`src/rtl/pkfb_push_arbiter.sv`:
```
// Packet-atomic round-robin arbiter sharing the packet-FIFO push bus between four sources.
// Frames SOF/EOF, truncates over-long packets and aborts packets whose push overflowed.
module pkfb_push_arbiter #(
    parameter int MAX_WORDS = 256
) (
    input  logic         Sys_PKfb_Clk,
    input  logic         Sys_PKfb_Rst,
    input  logic [3:0]   req_valid,
    input  logic [127:0] req_data,
    input  logic [3:0]   req_last,
    output logic [3:0]   req_ready,
    input  logic [3:0]   req_en,
    output logic [31:0]  FB_PKfbData,
    output logic [3:0]   FB_PKfbPush,
    output logic         FB_PKfbSOF,
    output logic         FB_PKfbEOF,
    input  logic         FB_PKfbOverflow,
    input  logic [3:0]   ovf_clr,
    output logic [3:0]   ovf_sticky,
    output logic [3:0]   pkt_done,
    output logic [3:0]   pkt_drop
);
    localparam int CW = $clog2(MAX_WORDS + 1);
    localparam logic [CW-1:0] LAST_CNT = CW'(MAX_WORDS - 1);

    typedef enum logic [1:0] {IDLE, XFER, DROP} state_t;

    state_t        state_reg;
    logic [1:0]    grant_reg;
    logic [1:0]    rr_ptr_reg;
    logic [CW-1:0] count_reg;
    logic [31:0]   data_reg;
    logic [3:0]    push_reg;
    logic          sof_reg;
    logic          eof_reg;
    logic [3:0]    sticky_reg;
    logic [3:0]    done_reg;
    logic [3:0]    drop_reg;

    logic [31:0]   req_word [4];
    logic [3:0]    cand;
    logic [3:0]    grant_onehot;
    logic          arb_hit;
    logic [1:0]    arb_idx;
    logic          sel_valid;
    logic          sel_last;
    logic          accept;
    logic          ovf_hit;
    logic          abort;

    genvar gi;
    generate
        for (gi = 0; gi < 4; gi++) begin : g_req
            assign req_word[gi]  = req_data[32*gi +: 32];
            assign req_ready[gi] = (state_reg != IDLE) && (grant_reg == 2'(gi));
        end
    endgenerate

    assign cand         = req_valid & req_en;
    assign grant_onehot = 4'b0001 << grant_reg;
    assign sel_valid    = req_valid[grant_reg];
    assign sel_last     = req_last[grant_reg];
    assign accept       = (state_reg != IDLE) && sel_valid;

    // Overflow only aborts the packet still in flight; an overflowed EOF push has nothing left to abort.
    assign ovf_hit = FB_PKfbOverflow && (push_reg != 4'b0000);
    assign abort   = ovf_hit && !eof_reg && (state_reg == XFER) && (push_reg == grant_onehot);

    always_comb begin
        arb_hit = 1'b0;
        arb_idx = rr_ptr_reg;
        for (int k = 1; k <= 4; k++) begin
            if (!arb_hit && cand[rr_ptr_reg + 2'(k)]) begin
                arb_hit = 1'b1;
                arb_idx = rr_ptr_reg + 2'(k);
            end
        end
    end

    always_ff @(posedge Sys_PKfb_Clk) begin
        if (Sys_PKfb_Rst) begin
            state_reg  <= IDLE;
            grant_reg  <= 2'd0;
            rr_ptr_reg <= 2'd3;
            count_reg  <= '0;
            data_reg   <= 32'd0;
            push_reg   <= 4'b0000;
            sof_reg    <= 1'b0;
            eof_reg    <= 1'b0;
            sticky_reg <= 4'b0000;
            done_reg   <= 4'b0000;
            drop_reg   <= 4'b0000;
        end else begin
            push_reg   <= 4'b0000;
            sof_reg    <= 1'b0;
            eof_reg    <= 1'b0;
            done_reg   <= 4'b0000;
            drop_reg   <= 4'b0000;
            sticky_reg <= (sticky_reg & ~ovf_clr) | (ovf_hit ? push_reg : 4'b0000);
            case (state_reg)
                IDLE: begin
                    if (arb_hit) begin
                        grant_reg  <= arb_idx;
                        rr_ptr_reg <= arb_idx;
                        count_reg  <= '0;
                        state_reg  <= XFER;
                    end
                end
                XFER: begin
                    if (abort) begin
                        if (accept && sel_last) begin
                            drop_reg  <= grant_onehot;
                            state_reg <= IDLE;
                        end else begin
                            state_reg <= DROP;
                        end
                    end else if (accept) begin
                        data_reg  <= req_word[grant_reg];
                        push_reg  <= grant_onehot;
                        sof_reg   <= (count_reg == '0);
                        eof_reg   <= sel_last || (count_reg == LAST_CNT);
                        count_reg <= count_reg + 1'b1;
                        if (sel_last) begin
                            done_reg  <= grant_onehot;
                            state_reg <= IDLE;
                        end else if (count_reg == LAST_CNT) begin
                            state_reg <= DROP;
                        end
                    end
                end
                DROP: begin
                    if (accept && sel_last) begin
                        drop_reg  <= grant_onehot;
                        state_reg <= IDLE;
                    end
                end
                default: state_reg <= IDLE;
            endcase
        end
    end

    assign FB_PKfbData = data_reg;
    assign FB_PKfbPush = push_reg;
    assign FB_PKfbSOF  = sof_reg;
    assign FB_PKfbEOF  = eof_reg;
    assign ovf_sticky  = sticky_reg;
    assign pkt_done    = done_reg;
    assign pkt_drop    = drop_reg;
endmodule

```
`config.mk`:
```
export PLATFORM = sky130hd
export DESIGN_NAME = pkfb_push_arbiter
export DESIGN_NICKNAME = d
export VERILOG_FILES = /design/src/rtl/pkfb_push_arbiter.sv
export SDC_FILE = /design/constraint.sdc
export NUM_CORES = 1
export LEC_CHECK = 0
export BUFFER_PORTS_ARGS = -buffer_cell sky130_fd_sc_hd__buf_2
export CELL_PAD_IN_SITES_DETAIL_PLACEMENT = 0
export CELL_PAD_IN_SITES_GLOBAL_PLACEMENT = 1
export CORE_MARGIN = 5
export CORE_UTILIZATION = 31
export CTS_CLUSTER_DIAMETER = 60
export DETAILED_ROUTE_END_ITERATION = 6
export PLACE_DENSITY = 0.83
export SETUP_SLACK_MARGIN = 0.15
export SLEW_MARGIN = 20
export SYNTH_ARGS = -nofsm -noshare
export SYNTH_HDL_FRONTEND = slang
export SYNTH_SLANG_ARGS = --single-unit
export TNS_END_PERCENT = 20
```
`constraint.sdc`:
```
create_clock -name Sys_PKfb_Clk -period 5.65 [get_ports Sys_PKfb_Clk]
set_input_delay 0 -clock Sys_PKfb_Clk [delete_from_list [all_inputs] [get_ports Sys_PKfb_Clk]]
set_output_delay 0 -clock Sys_PKfb_Clk [all_outputs]
set_load 0.03 [all_outputs]
```
==> metrics.md, run 1 <==
| Metric | Value |
|---|---|
| Net Count, Synth | 544 |
| Post-Place Cell Area | approximately 0.0047 mm2 |
| Setup Viol. Count Final | 0 |
| FMAX | 0.350 GHz |
| Worst-margin pin slew | 1.00 ns |
| Unique masters post-synth | 48 |
| Vias in the first global route | 4,000 |
| Layout cell share with drive strength beyond 1 | 44.2% |
| Detailed Place HPWL | 9.32 mm |
| Multi-input logic area | between 0.002 and 0.0025 mm2 |
| Root buffer cell | clkbuf_16 |
| Leakage power total | 0.00217 uW |
| Clk buf depth | 2 |
| Commonest non-fill, non-tap cell in the layout | buf_2 |
| Largest net degree at the start of global routing | 49 |
| Worst hold path startpoint | FB_PKfbOverflow |
| Critical path capture point type | flop |
| RR Startpoint | grant_reg[1] |
| Register area share after synthesis | 35.4% |
| Setup tns final | 0 ns |
| Row count | 39 |
| Final WL | around 12 mm |
| Crit-path leading delay family | flip-flops |
| Slew Limit Fails | 0 |
| Worst rel slew slack | 33.1% |
| Hold bufs inserted after CTS | 7 |
| Crit path time final | 2.86 ns |
| HP Class | in -> reg |
| Cell taking the most area after synthesis | dfxtp_1 |
| Commonest cells after routing, fill and taps aside | 200 x buf_2, 63 x dfxtp_1, 52 x a21oi_1, 41 x o21ai_0, 35 x nand3_1 |
| Dpl ws | between 2 and 3 ns |
| RePlAce Congestion | 0.834 |
| # resized after CTS | 0 |
| Max Cap Viol | 0 |
| Ports | 201 |
| Slowest-stage cell, CP | dfxtp_2 |
| Crit path kind | reg -> reg |
| Full die area | 0.0141 mm2 |
| Register area | 0.00130 mm2 |
| Post-Syn Instances | slightly below 400 |
| Filler instances | 1,139 |
| EDFF count, synth | 0 |
| Clk slew on worst S/H paths | around 0.05 ns |
| Fin util | approximately 44% |
| CP max FO | 45 |
| Final net count | 732 |
| Drt initial violations | roughly 160 |
| Worst path cell trace | nand2b_1, o22ai_1, nand2_1, o21ai_0, a21oi_1 |
| Power density over the cells | 344 mW/mm2 |
| Yosys top cell area share | 35.4% |
| Dominant cells by area after synthesis | dfxtp_1 35%, mux4_2 20%, a21oi_1 7.1% |
| DRT antenna net count | 0 |
| Gr ovfl total | 0 |
| Area growth from synthesis to layout | 38.8% |
| Max reg flops | 32 |
| CP required | 5.82 ns |
| Setup bufs post-CTS | 0 |
| Number of vias per cell | 5.27 |
| RSZ-0062 raised after global routing | no |
| Startpoint types | flop |
| Sink Count | 65 |
| Status | finished clean |
| Post-Layout Cell Count | 728 |
| Design area | ~0.0051 mm2 |
| Placed cells | 704 |
| Port Buffers | 200 |
| Final Hold Violating Endpoints | 0 |
| # DRC | 0 |
| Core Region | between 0.01 and 0.015 mm2 |
| Initial antenna violation count | 1 |
| Async SR Flop Fraction | 0% |
| CTS buffer count | 9 |
| Arrival time at the worst endpoint | 3.03 ns |
| Die W | 119 um |
| CTS tree | yes |
| H-tree depth | 3 |
| First-pass GRT wire length | 19.9 mm |
| VDD IR max | 151 uV |
| Final worst slack | roughly 2.8 ns |
| Final Cycle Share | slightly above 50% |
| Main synth FF type | dfxtp_1 |
| Per-cell routed wire length | ~17 um |
| Worst path max stage delay | around 1 ns |
| Vias | 3,835 |
| Setup Skew | 0.00650 ns |
| Initial Utilization | around a third |
| Drt first pass iters | 5 |
| Crit path from | grant_reg[1] |
| Post-Synthesis Cell Area | approximately 0.0037 mm2 |
| Crit path buf inv count | 0 |
| Synth warn | 0 |
| Gr usage total | roughly 17% |
| Die Ht | between 100 and 150 um |
| Clock Latency Late Sink | 0.33 ns |
| Flops & latches, synth | 65 |
| Syn_area_per_cell | around 9.4 um2 |
[stage by stage]
step / total power (uW) / hold slack [ns]
floorplan: 1060 / 0.149
global placement: 1210 / 0.265
detailed placement: 1220 / 0.272
CTS: 1780 / 0.0266
global route: 1860 / 0.0530
finish: 1760 / 0.0412
[routing by layer]
| layer | share of wire (%) | vias to the layer above | global-route usage [%] | wire [um] |
|---|---|---|---|---|
| li1 | - | 1855 | - | - |
| met1 | 40 | 1831 | 20.1 | 4960 |
| met2 | 52 | 138 | 30.9 | 6400 |
| met3 | 6.2 | 11 | 4.31 | 764 |
| met4 | 1.4 | 0 | 5.58 | 174 |
| met5 | 0 | - | 0 | 0 |
[tightest hold or removal path, delay by kind of cell]
kind,cells,cell delay [ns]
buffers and inverters,1,0.13
and+or+nand+nor,1,0.11
AOI/OAI and AO/OA,1,0.07
[cell families (layout without fill, tap and decap cells)]
kind of cell / Yosys count / after routing / synth area share [%]
DFF: 65 / 65 / 35.4
buffers and inverters: 43 / 236 / 5.69
muxes: 38 / 38 / 21.3
adders and majority gates: 6 / 6 / 2.04
AOI/OAI and AO/OA: 118 / 118 / 18.5
and+or+nand+nor: 121 / 121 / 17.1
other: 0 / 1 / 0
[power by group]
| part | switching, uW | internal [uW] |
|---|---|---|
| logic | 338 | 298 |
| registers | 71.4 | 504 |
| clock network | 192 | 352 |
[area by class of cell]
cell class	count	share of cell area, %
inverters	9	0.663
clock inverters	3	0.785
clock buffers	13	4.91
flip-flops and latches	65	25.6
well taps	143	3.51
diodes	1	0.0491
multi-input cells	283	42.9
repair buffers	211	21.6
[synthesized netlist by cell type, drive strengths merged, types with 2 or more instances]
| master | number |
|---|---|
| a2111oi | 2 |
| a211oi | 2 |
| o31ai | 3 |
| mux2i | 6 |
| or3 | 5 |
| clkbuf | 18 |
| a22oi | 2 |
| nand3 | 35 |
| and3 | 5 |
| dfxtp | 65 |
| nor4 | 3 |
| nand4b | 2 |
| nor4b | 2 |
| nand2b | 9 |
| a311oi | 3 |
| a31oi | 2 |
| o21ai | 42 |
| ha | 6 |
| o211ai | 4 |
| buf | 16 |
| o2111ai | 2 |
| mux4 | 32 |
| nor2 | 30 |
| nand2 | 17 |
| or2 | 3 |
| inv | 8 |
| a21oi | 52 |
| nand3b | 4 |
[path summary, 6_finish.rpt]
check	to	slack, ns	cells after the start
worst max-delay path	FB_PKfbData[0]	2.79	5
worst max register to register	FB_PKfbData[0]	2.79	5
worst min-delay path	ovf_sticky[3]	0.04	3
worst min register to register	FB_PKfbData[12]	0.48	2
(Power assumes the default switching activity.)
==> inputs of run 2 (changes only) <==
--- a/config.mk
+++ b/config.mk
@@ -5,14 +5,15 @@
 export SDC_FILE = /design/constraint.sdc
 export NUM_CORES = 1
 export LEC_CHECK = 0
+export ABC_AREA = 1
 export BUFFER_PORTS_ARGS = -buffer_cell sky130_fd_sc_hd__buf_2
 export CELL_PAD_IN_SITES_DETAIL_PLACEMENT = 0
 export CELL_PAD_IN_SITES_GLOBAL_PLACEMENT = 1
 export CORE_MARGIN = 5
-export CORE_UTILIZATION = 31
+export CORE_UTILIZATION = 30
 export CTS_CLUSTER_DIAMETER = 60
 export DETAILED_ROUTE_END_ITERATION = 6
-export PLACE_DENSITY = 0.83
+export PLACE_DENSITY = 0.87
 export SETUP_SLACK_MARGIN = 0.15
 export SLEW_MARGIN = 20
 export SYNTH_ARGS = -nofsm -noshare
==> constraint.sdc (replaced) <==
create_clock -name Sys_PKfb_Clk -period 2.76 [get_ports Sys_PKfb_Clk]
set_input_delay 0 -clock Sys_PKfb_Clk [delete_from_list [all_inputs] [get_ports Sys_PKfb_Clk]]
set_output_delay 0 -clock Sys_PKfb_Clk [all_outputs]
set_load 0.03 [all_outputs]
==> run 2 against run 1 <==
- the flow now finishes with violations (hold timing)
- register-to-register slack worse by 2.4 ns
- total power grew to 2.7 times the previous value
- worst setup slack got worse by 2.4 ns
- count of clock-buffer cells in the layout down 3
- wire length is 16% higher
- utilization rose by 3.7 points
- synthesized cell count is 37% higher
- critical path type unchanged
- largest cell class unchanged
==> metrics.md, run 2 <==
| Metric | Value |
|---|---|
| RR Startpoint | grant_reg[1] |
| Drt initial violations | 219 |
| Arrival time at the worst endpoint | around 2.5 ns |
| Async SR Flop Fraction | 0% |
| Setup tns final | 0 ns |
| Largest net degree at the start of global routing | 46 |
| Hold bufs inserted after CTS | 66 |
| CP required | ~3.0 ns |
| GR Util met3 | 5.14% |
| Worst setup path end | count_reg[1] |
| Dominant cells by area after synthesis | dfxtp_1 36%, nand2_1 16%, a21oi_1 11% |
| Reg2Reg Setup Slack | 0.44 ns |
| Most frequent cell after synthesis | nand2_1 |
| CP dominant cell by count | nand2_1 |
| Per-cell routed wire length | 15.1 um |
| Initial antenna violation count | 0 |
| Slew Limit Fails | 0 |
| Crit path buf inv count | 2 |
| Vias | between 4,000 and 5,000 |
| Crit path time final | 2.32 ns |
| Startpoint types | flop |
| Status | finished with violations |
| Net Count, Synth | a little under 700 |
| Antenna diode count | 0 |
| Hold Slack | -0.00235 ns |
| RePlAce Congestion | 0.890 |
| Port Buffers | 200 |
| Most Crowded Layer GR | met2 |
| Final Cycle Share | 84.0% |
| Synth warn | 0 |
| Failing checks | hold timing |
| Clk slew on worst S/H paths | 0.06 ns |
| Crit-path leading delay family | simple AND/OR/NAND/NOR gates |
| RSZ-0062 raised after global routing | no |
| Flops & latches, synth | 65 |
| Unique masters post-synth | 30 |
| Initial Utilization | 30.3% |
| Full die area | 0.0143 mm2 |
| Worst-margin pin slew | between 0.6 and 0.7 ns |
| Max reg flops | 32 |
| Core Region | 0.0119 mm2 |
| Worst reg2reg path depth | 12 |
| Met2 Use GR | 35.8% |
| Number of vias per cell | approximately 5 |
| Commonest non-fill, non-tap cell in the layout | buf_2 |
| Post-Synthesis Cell Area | 0.00361 mm2 |
| EDFF count, synth | 0 |
| Yosys top cell area share | between 30 and 40% |
| Post-Syn Instances | around 530 |
| Register area share after synthesis | 36.1% |
| Post-synth top cells | 150 x nand2_1, 81 x a21oi_1, 65 x dfxtp_1, 32 x a221oi_1, 32 x nor2_1 |
| Drt first pass iters | 5 |
| Setup Skew | 0.00770 ns |
| Slowest-stage cell, CP | dfxtp_1 |
| H-tree depth | 3 |
| DRT antenna net count | 0 |
| Root buffer cell | clkbuf_16 |
| Worst path cell trace | inv_2, buf_4, nand3_1, nand2_1, nor2_1, nand3_2, nand2_2, nand2_4, nand2_1, nand2_1, o21ai_0, nor2_1 |
| Power density over the cells | 837 mW/mm2 |
| Setup bufs post-CTS | 0 |
| Vias in the first global route | 4,809 |
| Row count | 40 |
| Cell taking the most area after synthesis | dfxtp_1 |
| Leakage power total | 0.00278 uW |
| VDD IR max | between 300 and 400 uV |
| Worst rel slew slack | about three fifths |
| # resized after CTS | 0 |
| Sink Count | 65 |
| FMAX | 0.431 GHz |
| CTS buffer count | 9 |
| Critical path capture point type | flop |
| Final net count | 942 |
| WP depth | 12 |
| Commonest cells after routing, fill and taps aside | 200 x buf_2, 150 x nand2_1, 81 x a21oi_1, 66 x dlygate4sd3_1, 65 x dfxtp_1 |
| Crit path from | grant_reg[1] |
| Area growth from synthesis to layout | 58.4% |
| Gr ovfl total | 0 |
| Final Hold Violating Endpoints | 1 |
| Syn_area_per_cell | between 6 and 7 um2 |
| Final WL | around 14 mm |
| Detailed Place HPWL | 10.2 mm |
| Worst hold path startpoint | req_data[48] |
| CP max FO | 20 |
| CTS tree | yes |
| Worst R2R End | count_reg[1] |
| Clk buf depth | 2 |
| Ports | 201 |
| Main synth FF type | dfxtp_1 |
| Gr usage total | a little under 20% |
| HP Class | in -> reg |
| Max Cap Viol | 0 |
| Setup Viol. Count Final | 0 |
| Post-Place Cell Area | 0.00472 mm2 |
| # DRC | 0 |
| Worst path max stage delay | 0.60 ns |
| Die Ht | between 100 and 150 um |
| Die W | 120 um |
| Design area | approximately 0.0057 mm2 |
| First-pass GRT wire length | around 23 mm |
| Clock Latency Late Sink | 0.33 ns |
| Met1 Use GR | 21.1% |
| Layout cell share with drive strength beyond 1 | 30.7% |
| Crit path kind | reg -> reg |
[run 2: cell count changes in the layout (fill, tap and decap cells not counted), moves of 9 or more]
cell and delta:
nand2_1 +133, dlygate4sd3_1 +59, a221oi_1 +32, mux4_2 -32, a21oi_1 +29, o21ai_0 -25
o21ai_1 +21, inv_1 +16, nor3_1 +10, nand2b_1 -9
[run 2: metal layers]
| layer | routed length, um | up-vias |
|---|---|---|
| met3 | 1000 | 24 |
| met4 | 346 | 0 |
| met2 | 7310 | 189 |
| met5 | 0 | - |
| li1 | - | 2347 |
| met1 | 5560 | 2154 |
[run 2: cell families after synthesis]
group	share of synthesized area, %
fa+ha+maj	2.08
xor+xnor	1.21
compound gates	24.9
simple gates	28.0
flops	36.1
buf+inv	7.80
[run 2: how the worst min path moves through the flow]
stage | endpoint | slack, ns | depth (start not counted)
after floorplan | count_reg[0] | 0.07 | 1
after global placement | ovf_sticky[0] | 0.25 | 4
after detailed placement | ovf_sticky[3] | 0.26 | 4
after CTS | FB_PKfbData[16] | 0.002 | 3
after global routing | FB_PKfbData[16] | 0.009 | 3
final | FB_PKfbData[16] | -0.002 | 3
[run 2: area by class of cell]
| type | instances | area (um2) |
|---|---|---|
| tap | 147 | 184 |
| fill | 1174 | 6190 |
| sequential | 65 | 1300 |
| timing repair buffer | 277 | 1760 |
| inverter | 30 | 113 |
| multi-input combinational | 406 | 2030 |
| clock buffer | 10 | 239 |
| clock inverter | 6 | 97.6 |
[run 2: through the flow]
stage | setup WS [ns] | cells | power, uW | util [%]
after CTS | 0.443 | 941 | 4800 | 48.0
final | 0.441 | 941 | 4780 | 48.0
after global routing | 0.240 | 941 | 5120 | 48.0
after floorplan | 1.00 | 534 | 2650 | -
after detailed placement | 0.487 | 859 | 3220 | 39.6
after global placement | 0.612 | 859 | 3170 | 39.6
[run 2: worst register-to-register path, cell delays in order, from the launching register on]
cell     delay, ns
dfxtp_1       0.60
inv_2         0.11
buf_4         0.23
nand3_1       0.09
nand2_1       0.05
nor2_1        0.15
nand3_2       0.15
nand2_2       0.13
nand2_4       0.10
nand2_1       0.31
nand2_1       0.12
o21ai_0       0.10
nor2_1        0.06
[run 2: where the power goes]
group          total, uW  switching (uW)  leakage [uW]  internal (uW)
sequential          1170             105      0.000527           1070
combinational       2320            1420       0.00208            906
clock               1290             457      0.000166            830
total               4780            1980       0.00278           2800
